`config.mk`:
```
export PLATFORM = sky130hd
export DESIGN_NAME = mac_rx_framer
export DESIGN_NICKNAME = d
export VERILOG_FILES = /design/src/rtl/mac_rx_framer.sv
export SDC_FILE = /design/constraint.sdc
export NUM_CORES = 1
export LEC_CHECK = 0
export BUFFER_PORTS_ARGS = -buffer_cell sky130_fd_sc_hd__buf_2
export CAP_MARGIN = 20
export CORE_MARGIN = 2
export CORE_UTILIZATION = 60
export DETAILED_ROUTE_END_ITERATION = 7
export PLACE_DENSITY = 0.79
export RECOVER_POWER = 50
export SYNTH_ARGS = -nofsm -noshare
export SYNTH_HDL_FRONTEND = slang
export SYNTH_SLANG_ARGS = --single-unit
```
`constraint.sdc`:
```
create_clock -name clk -period 9.9 [get_ports clk]
set_input_delay 1.98 -clock clk [delete_from_list [all_inputs] [get_ports clk]]
set_output_delay 1.98 -clock clk [all_outputs]
set_load 0.02 [all_outputs]
```
`src/rtl/mac_rx_framer.sv`:
```
// rtl/mac_rx_framer.sv - Ethernet RX framer: preamble/SFD strip, FCS/length/PHY-error check, payload forward
//
// Purpose: consumes the byte-wide receive stream from the reconciliation
// sublayer, removes preamble and SFD, forwards payload bytes with the
// trailing 4-byte FCS stripped, and raises one status strobe per frame.
//
// Ports:
//   clk, reset             int_rx_clk, asynchronous active-high reset
//   rx_din, rx_dv, rx_er   receive byte, data valid, PHY error
//   out_data/valid/sof     payload byte stream, sof marks byte 0
//   stat_valid             one-cycle end-of-frame strobe qualifying stat_*
//   stat_good/crc_err/rx_err/len_err/len   frame status fields
module mac_rx_framer #(
    parameter int MAX_LEN = 1518,
    parameter int MIN_LEN = 64,
    parameter int LEN_W   = 11
) (
    input  logic             clk,
    input  logic             reset,
    input  logic [7:0]       rx_din,
    input  logic             rx_dv,
    input  logic             rx_er,
    output logic [7:0]       out_data,
    output logic             out_valid,
    output logic             out_sof,
    output logic             stat_valid,
    output logic             stat_good,
    output logic             stat_crc_err,
    output logic             stat_rx_err,
    output logic             stat_len_err,
    output logic [LEN_W-1:0] stat_len
);

    typedef enum logic [2:0] {
        S_SYNC, S_IDLE, S_PREAMBLE, S_DATA, S_DONE, S_DROP
    } state_t;

    localparam logic [LEN_W-1:0] MAX_L    = LEN_W'(MAX_LEN);
    localparam logic [LEN_W-1:0] MIN_L    = LEN_W'(MIN_LEN);
    localparam logic [LEN_W-1:0] FCS_L    = LEN_W'(4);
    localparam logic [LEN_W-1:0] SLEN_MAX = LEN_W'(MAX_LEN - 3);
    localparam logic [31:0]      RESIDUE  = 32'hC704DD7B;

    // Reflected CRC-32: the register holds the CRC in LSB-first order.
    function automatic logic [31:0] crc_byte(input logic [31:0] c, input logic [7:0] d);
        logic [31:0] r;
        r = c ^ {24'h0, d};
        for (int k = 0; k < 8; k++) begin
            r = r[0] ? ((r >> 1) ^ 32'hEDB88320) : (r >> 1);
        end
        return r;
    endfunction

    // The residue constant is given in normal bit order, so compare bit-reversed.
    function automatic logic [31:0] bit_rev(input logic [31:0] c);
        logic [31:0] r;
        for (int k = 0; k < 32; k++) begin
            r[k] = c[31-k];
        end
        return r;
    endfunction

    state_t            state_q;
    logic [31:0]       crc_q, crc_d;
    logic [LEN_W-1:0]  cnt_q, cnt_d;
    logic              rxerr_q;
    logic [3:0][7:0]   dly_q;

    logic [7:0]        out_data_q;
    logic              out_valid_q, out_sof_q;
    logic              stat_valid_q, stat_good_q, stat_crc_q, stat_rx_q, stat_len_err_q;
    logic [LEN_W-1:0]  stat_len_q;

    // End-of-frame status terms, evaluated from the frame's final counters.
    logic              fin_len_err, fin_crc_err;
    logic [LEN_W-1:0]  fin_len;

    assign crc_d = crc_byte(crc_q, rx_din);
    assign cnt_d = (&cnt_q) ? cnt_q : cnt_q + LEN_W'(1);

    assign fin_len_err = (cnt_q < MIN_L) || (cnt_q > MAX_L);
    assign fin_crc_err = (cnt_q < FCS_L) || (bit_rev(crc_q) != RESIDUE);
    assign fin_len     = (cnt_q < FCS_L) ? '0 :
                         (cnt_q > MAX_L) ? SLEN_MAX : (cnt_q - FCS_L);

    always_ff @(posedge clk or posedge reset) begin
        if (reset) begin
            state_q        <= S_SYNC;
            crc_q          <= '1;
            cnt_q          <= '0;
            rxerr_q        <= 1'b0;
            dly_q          <= '0;
            out_data_q     <= '0;
            out_valid_q    <= 1'b0;
            out_sof_q      <= 1'b0;
            stat_valid_q   <= 1'b0;
            stat_good_q    <= 1'b0;
            stat_crc_q     <= 1'b0;
            stat_rx_q      <= 1'b0;
            stat_len_err_q <= 1'b0;
            stat_len_q     <= '0;
        end else begin
            out_valid_q    <= 1'b0;
            out_sof_q      <= 1'b0;
            stat_valid_q   <= 1'b0;
            stat_good_q    <= 1'b0;
            stat_crc_q     <= 1'b0;
            stat_rx_q      <= 1'b0;
            stat_len_err_q <= 1'b0;
            stat_len_q     <= '0;

            case (state_q)
                S_SYNC: begin
                    if (!rx_dv) state_q <= S_IDLE;
                end
                S_IDLE: begin
                    if (rx_dv) state_q <= (rx_din == 8'h55) ? S_PREAMBLE : S_DROP;
                end
                S_PREAMBLE: begin
                    if (!rx_dv) begin
                        state_q <= S_IDLE;
                    end else if (rx_din == 8'hD5) begin
                        state_q <= S_DATA;
                        crc_q   <= '1;
                        cnt_q   <= '0;
                        rxerr_q <= 1'b0;
                    end else if (rx_din != 8'h55) begin
                        state_q <= S_DROP;
                    end
                end
                S_DATA: begin
                    if (rx_dv) begin
                        crc_q   <= crc_d;
                        cnt_q   <= cnt_d;
                        rxerr_q <= rxerr_q | rx_er;
                        dly_q   <= {dly_q[2:0], rx_din};
                        // Oldest delay-line byte leaves once 4 bytes are held; the
                        // pre-increment count gates it so exactly MAX_LEN-3 beats pass.
                        if (cnt_q >= FCS_L && cnt_q <= MAX_L) begin
                            out_valid_q <= 1'b1;
                            out_data_q  <= dly_q[3];
                            out_sof_q   <= (cnt_q == FCS_L);
                        end
                    end else begin
                        state_q        <= S_DONE;
                        stat_valid_q   <= 1'b1;
                        stat_good_q    <= ~(fin_crc_err | rxerr_q | fin_len_err);
                        stat_crc_q     <= fin_crc_err;
                        stat_rx_q      <= rxerr_q;
                        stat_len_err_q <= fin_len_err;
                        stat_len_q     <= fin_len;
                    end
                end
                S_DONE: begin
                    state_q <= S_IDLE;
                end
                default: begin
                    if (!rx_dv) state_q <= S_IDLE;
                end
            endcase
        end
    end

    assign out_data     = out_data_q;
    assign out_valid    = out_valid_q;
    assign out_sof      = out_sof_q;
    assign stat_valid   = stat_valid_q;
    assign stat_good    = stat_good_q;
    assign stat_crc_err = stat_crc_q;
    assign stat_rx_err  = stat_rx_q;
    assign stat_len_err = stat_len_err_q;
    assign stat_len     = stat_len_q;

endmodule

```
==> results of run 1 <==
## power by group through the flow
stage	Sequential, mW	Clock [mW]	Combinational (mW)
floorplan	0.476	0	0.184
finish	0.476	0.271	0.222
detailed placement	0.483	0	0.220
global route	0.479	0.295	0.238
global placement	0.482	0	0.214
CTS	0.475	0.278	0.222
## metal layers
metal | wire, um | part of all wire [%] | global-route usage [%]
met5 | 0 | 0 | 0
met3 | 601 | 5.7 | 4.152
met2 | 5282 | 50 | 39.04
met1 | 4396 | 42 | 29.81
met4 | 228 | 2.2 | 7.798
## worst max-delay path: stages
cell and delay, ns:
buf_2 0.10, clkinvlp_2 1.10, clkbuf_1 2.23
## stage by stage
| stage | total power, mW | setup WS (ns) | util [%] | instance area [sq um] | hold slack (ns) |
|---|---|---|---|---|---|
| after floorplan | 0.6601 | 5.212 | - | 5333 | 0.4386 |
| after global placement | 0.6961 | 5.954 | 63.99 | 5553 | 0.4472 |
| after detailed placement | 0.7032 | 5.945 | 63.99 | 5553 | 0.4518 |
| after CTS | 0.9759 | 6.334 | 66.46 | 5768 | 0.4730 |
| after global routing | 1.012 | 3.316 | 66.26 | 5751 | 0.5095 |
| final | 0.9691 | 4.283 | 66.26 | 5751 | 0.4773 |
## area by class of cell
cell class | count | area share [%]
clock inverter | 7 | 1.588
tap | 108 | 2.350
sequential | 105 | 46.39
clock buffer | 9 | 2.154
multi-input combinational | 332 | 43.10
timing repair buffer | 43 | 3.677
inverter | 11 | 0.7398
## placed cells by master (no fill, tap or decap), drive strengths merged, types with 4 or more instances in the layout
master / count
xnor2: 38
nand2: 105
xor3: 4
mux2: 9
and4: 4
or4: 10
o22a: 12
inv: 14
nor3: 10
o21ai: 5
buf: 16
a21oi: 22
xor2: 12
o31ai: 9
nand4: 6
ha: 4
clkbuf: 36
dfstp: 32
dfrtp: 73
nand4b: 4
xnor3: 14
nor2: 9
a2bb2oi: 16
## logic make-up (layout without fill, tap and decap cells)
kind of cell	count (synthesis)	after routing
xor+xnor	68	68
mux	11	11
flops	105	105
simple gates	172	172
fa+ha+maj	4	4
compound gates	77	77
buf+inv	39	70
## flip-flops by register name (all words and copies together), names as in the netlist
register      cells
dly_q            32
state_q           3
rxerr_q           1
crc_q            32
stat_crc_err      1
cnt_q            11
stat_rx_err       1
out_valid         1
out_sof           1
stat_len_err      1
stat_valid        1
stat_len         11
stat_good         1
out_data          8
## path summary, 6_finish.rpt
path | from | endpoint | slack, ns | cells after the start
hold / removal | dly_q[16]$_DFFE_PP0P_ | dly_q[24]$_DFFE_PP0P_ | 0.48 | 2
min in group asynchronous | reset | out_data[1]$_DFFE_PP0P_ | 2.07 | 2
hold reg to reg | dly_q[16]$_DFFE_PP0P_ | dly_q[24]$_DFFE_PP0P_ | 0.48 | 2
max in group clk | rx_dv | crc_q[26]$_DFFE_PP1P_ | 6.15 | 4
setup / recovery | reset | dly_q[6]$_DFFE_PP0P_ | 4.28 | 3
setup reg to reg | state_q[2]$_DFFE_PP0P_ | crc_q[26]$_DFFE_PP1P_ | 7.08 | 4
==> flow_metrics.py, run 1 <==
metrics = {
    "outcome": {
        "outcome": "finished, violations left",
        "violations": "capacitance limit, slew limit",
    },
    "placed_design": {
        "portBuffers": 37,
        "place_congestion": 0.8634,
        "dp_hpwl_um": 7022,
        "dp.cells": 598,
    },
    "floorplanning": {
        "boundaryPins": 38,
        "fp-row-count": 34,
        "coreArea_sq_mm": 0.008678,
        "die_h_um": 98.28,
        "die_w_um": 98.28,
        "die_area_sq_mm": 0.009658,
        "start_util_pct": 61.45,
    },
    "logic_synthesis": {
        "synth_top_area_share_pct": 34.26,
        "synth-simple-area-share_pct": 16.03,
        "synth-xor-area-share_pct": 16.47,
        "synth.area.mux_share_pct": 2.276,
        "synth_top_family_by_area": "XOR/XNOR gates",
        "synthAdderAreaFrac_pct": 0.9385,
        "syn-instance-count": 476,
        "yosysTopAreaCell": "dfrtp_1",
        "syn_nets": 492,
        "ys_seq_area_share_pct": 50.02,
        "synth_compound_area_share_pct": 10.75,
        "async_reset_ff_share_pct": 100.0,
        "ys_warn_count": 0,
        "ys_ff_latch": 105,
        "syn_area_per_cell_sq_um": 11.20,
        "synth_ff_type": "dfrtp_1",
        "netlist_area_sq_mm": 0.005333,
        "synth_commonest_cells": "nand2_1, dfrtp_1, xnor2_1, dfstp_2, a21oi_1",
        "synth-edff-count": 0,
        "synth.area.top_cells": "dfrtp_1, dfstp_2, nand2_1",
        "ys_types": 57,
        "synthMostInstantiatedCell": "nand2_1",
    },
    "sta": {
        "fmax_ghz": 0.1780,
        "rsz0062_at_grt": "false",
        "finalCriticalPeriod_ns": 5.617,
        "finalHoldViolCount": 0,
        "tightest_slew_ns": 3.036,
        "slew_violations": 149,
        "setup_viol": 0,
        "max_slew_margin_pct": -102.4,
        "timing.final.crit_share_pct": 56.73,
        "final.setup_skew_ns": 0.01968,
        "tns_ns": 0,
    },
    "global_routing": {
        "grt_start_max_net_pins": 60,
        "grt.overflow.total": 0,
        "antenna_found_initial": 0,
        "grt_first_pass_wirelength_um": 17710,
        "grt_pass1_vias": 3642,
        "track_usage_pct": 22.89,
    },
    "detailed_routing": {
        "dr.pass1.iters": 4,
        "drtIter0Drc": 275,
        "drt_wl_total_um": 10510,
        "vias": 3663,
        "drcViolationCount": 0,
        "detail_route.wl_per_cell_um": 17.09,
        "via_per_inst": 5.956,
        "ant_nets": 0,
    },
    "clock_network": {
        "cts_setup_buffers": 0,
        "numCtsBuffers": 9,
        "cts.repair.resized": 0,
        "clkTransAtPathRegs_ns": 0.11,
        "hold_buffers": 0,
        "cts.path.max_buffers": 2,
        "cts_root_buf": "clkbuf_8",
        "cts_max_level": 3,
        "clock-sinks": 105,
        "cts_tree": "done",
        "clk_latency_ns": 0.38,
    },
    "pwr": {
        "p_sw_uw": 287.0,
        "p_per_area_mw_per_mm2": 168.5,
        "p_leak_nw": 2.669,
        "internal_power_uw": 682.1,
        "p_comb_share_pct": 22.9,
        "seq_power_share_pct": 49.1,
        "sw_frac_of_total_pct": 29.61,
        "peakVddDrop_mv": 0.09478,
        "power_frac_clock_pct": 28.0,
    },
    "job": {
        "drv_cap": 3,
    },
    "hold_path": {
        "hold_class": "register to register",
    },
    "final_layout": {
        "seq_area_sq_mm": 0.002668,
        "n_antenna_cell": 0,
        "nFillCells": 667,
        "area_growth_pct": 7.837,
        "multi_input_area_sq_mm": 0.002479,
        "fin_cells": 615,
        "drive_above_1_share_pct": 17.75,
        "fin_nets": 518,
    },
    "worst_setup_path": {
        "startpoint_type": "input port",
        "crit_type": "input port to async pin",
        "cp-end-kind": "async pin",
        "worstPathArrival_ns": 5.45,
        "cp_max_fo": 59,
        "cp.required_ns": 9.73,
    },
}
No activity file was read; power rests on OpenSTA's default activity.
==> run 2: changes to the inputs <==
ABC_AREA = 1   (was not set)
CORE_UTILIZATION = 55   (was 60)
PLACE_DENSITY = 0.76   (was 0.79)
clock period = 5.01 ns   (was 9.9 ns; I/O delays follow)
==> flow_metrics.py, run 2 <==
metrics = {
    "global_routing": {
        "antenna_found_initial": 0,
        "track_usage_pct": 24.22,
        "grt_pass1_vias": 4577,
        "grt_first_pass_wirelength_um": 21780,
        "grt.overflow.total": 0,
        "grt_start_max_net_pins": 79,
    },
    "clock_network": {
        "cts.repair.resized": 0,
        "cts.path.max_buffers": 2,
        "cts_tree": "done",
        "clk_latency_ns": 0.38,
        "cts_root_buf": "clkbuf_8",
        "cts_setup_buffers": 0,
        "hold_buffers": 0,
        "clkTransAtPathRegs_ns": 0.11,
        "cts_max_level": 3,
        "clock-sinks": 105,
        "numCtsBuffers": 9,
    },
    "final_layout": {
        "area_growth_pct": 7.694,
        "most-common-layout-cells": "nand2_1, inv_1, dfrtp_1, nor2_1, xor2_1",
        "multi_input_area_sq_mm": 0.002661,
        "fin_cells": 910,
        "nFillCells": 919,
        "fin_nets": 785,
        "final_util_pct": 60.60,
        "n_antenna_cell": 0,
        "drive_above_1_share_pct": 13.18,
        "final_common_cell": "nand2_1",
        "top_regs": "crc_q x32, dly_q x32",
        "seq_area_sq_mm": 0.002668,
    },
    "worst_setup_path": {
        "startpoint_type": "input port",
        "worstPathArrival_ns": 3.62,
        "cp-end-kind": "async pin",
        "reg2regPathDepth": 10,
        "max_stage_delay_ns": 1.87,
        "worst-path-buf-inv": 3,
        "worstPathCellList": "buf_2 > clkinvlp_2 > buf_4",
        "crit_type": "input port to async pin",
        "slowest_stage": "clkinvlp_2",
        "cp.required_ns": 5.51,
        "cp_max_fo": 78,
        "crit_family": "buffers and inverters",
        "path_depth": 3,
    },
    "detailed_routing": {
        "drt_wl_total_um": 12830,
        "vias": 4811,
        "ant_nets": 0,
        "drcViolationCount": 0,
        "drtIter0Drc": 445,
        "via_per_inst": 5.287,
        "dr.pass1.iters": 5,
        "detail_route.wl_per_cell_um": 14.10,
    },
    "pwr": {
        "total_power_mw": 1.758,
        "p_per_area_mw_per_mm2": 283.5,
        "peakVddDrop_mv": 0.1604,
        "p_leak_nw": 3.264,
    },
    "logic_synthesis": {
        "ys_types": 42,
        "async_reset_ff_share_pct": 100.0,
        "synth_top_area_share_pct": 31.73,
        "netlist_area_sq_mm": 0.005757,
        "synthMostInstantiatedCell": "nand2_1",
        "synth_commonest_cells": "nand2_1, inv_1, dfrtp_1, nor2_1, xor2_1",
        "ys_warn_count": 0,
        "synth.area.top_cells": "dfrtp_1, nand2_1, dfstp_2",
        "syn_area_per_cell_sq_um": 7.822,
        "syn_nets": 752,
        "ys_seq_area_share_pct": 46.34,
        "synth-edff-count": 0,
        "yosysTopAreaCell": "dfrtp_1",
        "ys_ff_latch": 105,
        "synth_ff_type": "dfrtp_1",
        "syn-instance-count": 736,
    },
    "job": {
        "drv_cap": 1,
    },
    "floorplanning": {
        "start_util_pct": 56.27,
        "coreArea_sq_mm": 0.01023,
        "fp-row-count": 37,
        "boundaryPins": 38,
        "die_w_um": 106.3,
        "die_area_sq_mm": 0.01130,
        "die_h_um": 106.3,
    },
    "sta": {
        "setup_viol": 0,
        "slew_violations": 79,
        "fmax_ghz": 0.3198,
        "setup_ws_ns": 1.883,
        "finalCriticalPeriod_ns": 3.127,
        "max_slew_margin_pct": -121.6,
        "tightest_slew_ns": 3.306,
        "finalHoldViolCount": 0,
        "rsz0062_at_grt": "false",
        "timing.final.crit_share_pct": 62.41,
        "tns_ns": 0,
        "final.setup_skew_ns": 0.006948,
    },
    "placed_design": {
        "portBuffers": 37,
        "dp.cells": 894,
        "dp_hpwl_um": 8874,
        "place_ws_ns": 1.919,
        "place_congestion": 0.9343,
    },
    "hold_path": {
        "hold_class": "register to register",
        "hold_depth": 2,
    },
    "outcome": {
        "outcome": "finished, violations left",
        "violations": "capacitance limit, slew limit",
    },
}
## run 2: changes by cell type in the layout (fill, tap and decap cells not counted), sizes merged, moves of 26 or more
cell,delta
nand2,+190
nand3,+34
xor2,+31
xnor2,-26
nor2,+33
inv,+67
## run 2: worst paths after layout
path	startpoint	to	slack, ns
worst min-delay path	dly_q[1]$_DFFE_PP0P_	dly_q[9]$_DFFE_PP0P_	0.47
min in group asynchronous	reset	stat_crc_err$_DFF_PP0_	1.58
worst max-delay path	reset	crc_q[5]$_DFFE_PP1P_	1.88
worst min register to register	dly_q[1]$_DFFE_PP0P_	dly_q[9]$_DFFE_PP0P_	0.47
worst max register to register	state_q[2]$_DFFE_PP0P_	cnt_q[8]$_DFFE_PP0P_	2.26
max in group clk	state_q[2]$_DFFE_PP0P_	cnt_q[8]$_DFFE_PP0P_	2.26
## run 2: area by class of cell
class,count,area share (%)
Clock inverter,6,0.9889
Inverter,82,5.066
Multi-Input combinational cell,531,42.93
Tap cell,136,2.745
Clock buffer,10,2.220
Sequential cell,105,43.03
Timing Repair Buffer,40,3.027
## run 2: kinds of logic after synthesis
kind of cell | Yosys count | share of synthesized area [%]
flops | 105 | 46.34
fa+ha+maj | 4 | 0.8694
compound gates | 67 | 7.020
simple gates | 405 | 29.75
xor+xnor | 55 | 8.890
buf+inv | 100 | 7.129
## run 2: per-layer routing
| metal | global-route usage (%) | part of all wire (%) | vias up |
|---|---|---|---|
| met5 | 0 | 0 | - |
| met4 | 11.00 | 2.5 | 0 |
| met3 | 2.882 | 6.1 | 26 |
| met2 | 38.55 | 47 | 161 |
| met1 | 33.33 | 45 | 2249 |
| li1 | - | - | 2375 |
## run 2: through the flow
step	hold slack, ns	cell area (sq um)
2_1_floorplan	0.4422	5757
3_3_place_gp	0.4512	6040
3_5_place_dp	0.4519	6040
4_1_cts	0.4715	6238
5_1_grt	0.4897	6200
6_report	0.4736	6200
## run 2: worst register-to-register path: cells and delay by family (launching register included)
kind                   cells  cell delay, ns
buffers and inverters      3            0.63
DFF                        1            0.41
and+or+nand+nor            6            1.54
AOI/OAI and AO/OA          1            0.08
## run 2: where the power goes
group / internal, mW / switching (mW)
clock: 0.206 / 0.323
sequential: 0.892 / 0.0350
combinational: 0.101 / 0.201
